<file path="src/rtl/sar_controller.sv">
// rtl/sar_controller.sv - successive-approximation register controller
// Sequences sample, per-bit settle and comparator decisions; all outputs registered.
module sar_controller #(
  parameter int WIDTH         = 8,
  parameter int SAMPLE_CYCLES = 2,
  parameter int SETTLE_CYCLES = 1
) (
  input  logic             clk,
  input  logic             reset,
  input  logic             start,
  input  logic             comp_in,
  output logic             sample,
  output logic [WIDTH-1:0] dac_code,
  output logic             busy,
  output logic             done,
  output logic [WIDTH-1:0] result
);

  localparam int CMAX = (SAMPLE_CYCLES > SETTLE_CYCLES) ? SAMPLE_CYCLES : SETTLE_CYCLES;
  localparam int CW   = (CMAX > 1) ? $clog2(CMAX) : 1;
  localparam int IW   = $clog2(WIDTH);

  localparam logic [CW-1:0]    LAST_SAMPLE = CW'(SAMPLE_CYCLES - 1);
  localparam logic [CW-1:0]    LAST_SETTLE = CW'(SETTLE_CYCLES - 1);
  localparam logic [IW-1:0]    TOP_BIT     = IW'(WIDTH - 1);
  localparam logic [WIDTH-1:0] ONE         = {{(WIDTH-1){1'b0}}, 1'b1};
  localparam logic [WIDTH-1:0] MSB         = {1'b1, {(WIDTH-1){1'b0}}};

  typedef enum logic [1:0] {
    ST_IDLE,
    ST_SAMPLE,
    ST_CONVERT,
    ST_DONE
  } state_t;

  state_t           state, state_n;
  logic [CW-1:0]    cnt, cnt_n;
  logic [IW-1:0]    idx, idx_n;
  logic [WIDTH-1:0] code, code_n;
  logic             sample_n, busy_n, done_n;
  logic [WIDTH-1:0] dac_n, result_n;
  logic [WIDTH-1:0] bit_mask, decided;

  always_ff @(posedge clk or posedge reset) begin
    if (reset) begin
      state    <= ST_IDLE;
      cnt      <= '0;
      idx      <= '0;
      code     <= '0;
      sample   <= 1'b0;
      dac_code <= '0;
      busy     <= 1'b0;
      done     <= 1'b0;
      result   <= '0;
    end else begin
      state    <= state_n;
      cnt      <= cnt_n;
      idx      <= idx_n;
      code     <= code_n;
      sample   <= sample_n;
      dac_code <= dac_n;
      busy     <= busy_n;
      done     <= done_n;
      result   <= result_n;
    end
  end

  // The comparator only matters on the edge closing the last settle cycle of a bit.
  always_comb begin
    state_n  = state;
    cnt_n    = cnt;
    idx_n    = idx;
    code_n   = code;
    sample_n = sample;
    dac_n    = dac_code;
    busy_n   = busy;
    done_n   = 1'b0;
    result_n = result;
    bit_mask = ONE << idx;
    decided  = comp_in ? code : (code & ~bit_mask);

    unique case (state)
      ST_IDLE: begin
        sample_n = 1'b0;
        dac_n    = '0;
        busy_n   = 1'b0;
        code_n   = '0;
        if (start) begin
          state_n  = ST_SAMPLE;
          cnt_n    = '0;
          sample_n = 1'b1;
          busy_n   = 1'b1;
        end
      end
      ST_SAMPLE: begin
        if (cnt == LAST_SAMPLE) begin
          state_n  = ST_CONVERT;
          cnt_n    = '0;
          idx_n    = TOP_BIT;
          code_n   = MSB;
          dac_n    = MSB;
          sample_n = 1'b0;
        end else begin
          cnt_n = cnt + 1'b1;
        end
      end
      ST_CONVERT: begin
        if (cnt == LAST_SETTLE) begin
          cnt_n = '0;
          if (idx == '0) begin
            state_n  = ST_DONE;
            code_n   = decided;
            result_n = decided;
            done_n   = 1'b1;
            dac_n    = '0;
          end else begin
            // Next trial sets the bit just below the one being decided.
            idx_n  = idx - 1'b1;
            code_n = decided | (bit_mask >> 1);
            dac_n  = decided | (bit_mask >> 1);
          end
        end else begin
          cnt_n = cnt + 1'b1;
        end
      end
      ST_DONE: begin
        state_n = ST_IDLE;
        busy_n  = 1'b0;
        code_n  = '0;
      end
      default: state_n = ST_IDLE;
    endcase
  end

endmodule

</file>
<file path="config.mk">
export PLATFORM = sky130hd
export DESIGN_NAME = sar_controller
export DESIGN_NICKNAME = d
export VERILOG_FILES = /design/src/rtl/sar_controller.sv
export SDC_FILE = /design/constraint.sdc
export NUM_CORES = 1
export LEC_CHECK = 0
export CORE_MARGIN = 1.5
export CORE_UTILIZATION = 30
export CTS_CLUSTER_DIAMETER = 100
export DETAILED_ROUTE_END_ITERATION = 6
export SLEW_MARGIN = 10
export SYNTH_ARGS = -nofsm -noshare
export SYNTH_HDL_FRONTEND = slang
export SYNTH_SLANG_ARGS = --single-unit
</file>
<file path="constraint.sdc">
create_clock -name clk -period 4.65 [get_ports clk]
set_clock_uncertainty 0.15 [all_clocks]
set_input_delay 0.93 -clock clk [delete_from_list [all_inputs] [get_ports clk]]
set_output_delay 0.93 -clock clk [all_outputs]
set_load 0.005 [all_outputs]
</file>
==> impl_metrics.json <==
{
  "synth_area_leaders": "dfrtp_1, ha_1, nand2_1",
  "power_w": 0.00134,
  "p_per_area_nw_per_um2": 643,
  "path_clk_slew_ns": 0.08,
  "setup_slack_ns": 2.28,
  "drc": 0,
  "syn_avg_cell_area_um2": 9.91,
  "worst_slew_pin_slew_ns": 0.842,
  "ys_warn_count": 0,
  "cap_violations": 0,
  "synth_top_cell_by_area": "dfrtp_1",
  "cp.required_ns": 4.69,
  "detail_route.iter0.violations": 132,
  "initial_utilization_pct": 31.1,
  "wl_per_cell_um": 14.3,
  "clk_latency_ns": 0.29,
  "final_cell_mix": "dfrtp_1, nand2_1, clkdlybuf4s50_1, o21ai_0, inv_1",
  "antenna_found_initial": 0,
  "core.rowCount": 27,
  "start_kind": "register",
  "critPathArrivalTime_ns": 2.41,
  "cts_tree": "yes",
  "path_buf_inv": 1,
  "cts-resized-gates": 0,
  "post-cts-setup-buffers": 0,
  "fin_nets": 212,
  "hold_path_class": "register to register",
  "tns_ns": 0,
  "synth_nets": 189,
  "ys_seq_elements": 33,
  "multiInputGateArea_um2": 812,
  "fillerInstances": 553,
  "hold_violations": 0,
  "cts_buffers": 5,
  "drive_gt1_share_pct": 9.09,
  "crit_fanout": 17,
  "cts.sinks": 33,
  "vdd_ir_drop_max_uv": 243,
  "mostFrequentLayoutCell": "dfrtp_1",
  "finalSetupViolations": 0,
  "place.gp.congestion": 0.818,
  "die_x_um": 78.8,
  "slew_violations": 0,
  "critPathSlowestCell": "nand4bb_1",
  "ctsHoldBuffers": 0,
  "slew_headroom_pct": 43.8,
  "ys_seq_area_share_pct": 47.9,
  "grt_pass1_wl_mm": 6.68,
  "dp_hpwl_mm": 2.66,
  "synth_top_area_share_pct": 47.9,
  "synth_cell_types": 37,
  "die-area_um2": 6210,
  "period_needed_ns": 2.37,
  "postRouteAntennaNets": 0,
  "cp_cell_sequence": "inv_1 > ha_1 > nand4bb_1 > o21ai_0",
  "firstDrtPassIters": 4,
  "grt_setup_unrepaired": "false",
  "grt_overflow": 0,
  "max_freq_mhz": 422,
  "min_period_over_period_pct": 51.0,
  "layout.area.seq_um2": 826,
  "n_antenna_cell": 0,
  "slowest_delay_ns": 0.63,
  "io_buffers": 22,
  "vias": 1382,
  "design.portCount": 23,
  "syn-cell-area_um2": 1720,
  "pre_cts_ws_ns": 2.18,
  "htreeDepth": 2,
  "first_global_vias": 1322,
  "cts_root_buffer": "clkbuf_8",
  "track_usage_pct": 14.0,
  "synthToLayoutAreaGrowth_pct": 21.0,
  "drt-total-wl_mm": 3.85,
  "grt_max_degree": 23,
  "cts.path.max_buffers": 2,
  "critPathTopFamily": "simple AND/OR/NAND/NOR gates",
  "path_class": "register to register",
  "die_h_um": 78.8,
  "avgViaCountPerCell": 5.12,
  "p_leak_nw": 0.893,
  "crit_path_end_kind": "register",
  "syn_inst": 174,
  "core-area_um2": 5540,
  "status": "completed"
}
[kinds of logic after synthesis]
family,share of synthesized area (%)
AO/OA/AOI/OAI,18.6
adder cells (fa/ha/maj),7.98
buffers and inverters,5.01
flip-flops,47.9
multiplexers,2.32
AND/OR/NAND/NOR,18.2
[cell usage after synthesis]
cell,count
dfrtp_1,33
nand2_1,30
o21ai_0,19
inv_1,12
ha_1,11
o21ai_1,7
a21oi_1,5
a22oi_1,5
nand3b_1,5
nor2b_1,4
a32oi_1,3
buf_2,3
nand2b_1,3
nand3_1,3
nor2_1,3
or3b_2,3
a32o_1,2
clkbuf_1,2
mux2_4,2
o31ai_1,2
a221oi_2,1
a311oi_1,1
a41oi_1,1
buf_4,1
buf_6,1
mux2i_1,1
nand4b_1,1
nand4bb_1,1
nor3b_1,1
nor4b_2,1
o21bai_1,1
o221ai_1,1
o22a_1,1
o32ai_1,1
or2_2,1
or3_4,1
or4_1,1
[worst paths after layout]
kind,from,to,slack (ns),cells past startpoint
max in group asynchronous,reset,code[1],2.69,3
worst min register to register,result[4],result[4],0.33,2
min in group asynchronous,reset,code[7],0.96,2
worst min-delay path,result[4],result[4],0.33,2
worst max-delay path,state[0],result[5],2.28,4
worst max register to register,state[0],result[5],2.28,4
[worst min-delay path: stages (launching register included)]
cell and delay [ns]:
dfrtp_1 0.34, nand2_1 0.04, o21ai_0 0.06
[metrics by stage]
stage	cells	cell area, um^2	hold WS, ns	util [%]
4_1_cts	270	2090	0.337	37.7
3_3_place_gp	262	2000	0.312	36.1
2_1_floorplan	174	1720	0.319	-
3_5_place_dp	262	2000	0.319	36.1
5_1_grt	270	2090	0.357	37.7
6_report	270	2090	0.329	37.7
[routing by layer]
layer  GRT usage (%)  part of all wire (%)
met3            3.22                   4.3
met4            5.96                   1.6
met2            21.5                    46
met1            19.0                    48
met5               0                     0
[sequential cells by signal (all words and copies together), names as in the netlist]
name	cells
code	8
dac_code	8
result	8
idx	3
state	2
busy	1
cnt	1
done	1
sample	1
[layout make-up]
cell class | count | area share (%)
inverters | 12 | 2.16
multi-input cells | 122 | 38.9
clock inverters | 3 | 0.839
clock buffers | 5 | 3.30
well taps | 72 | 4.32
repair buffers | 23 | 10.9
flip-flops and latches | 33 | 39.6
[power breakdown]
part | internal (W) | switching [W] | total (W)
Clock | 0.000103 | 0.000113 | 0.000216
Sequential | 0.000387 | 0.0000947 | 0.000482
Combinational | 0.000305 | 0.000339 | 0.000644
Total | 0.000796 | 0.000546 | 0.00134
Power figures use the tool's default switching activity.
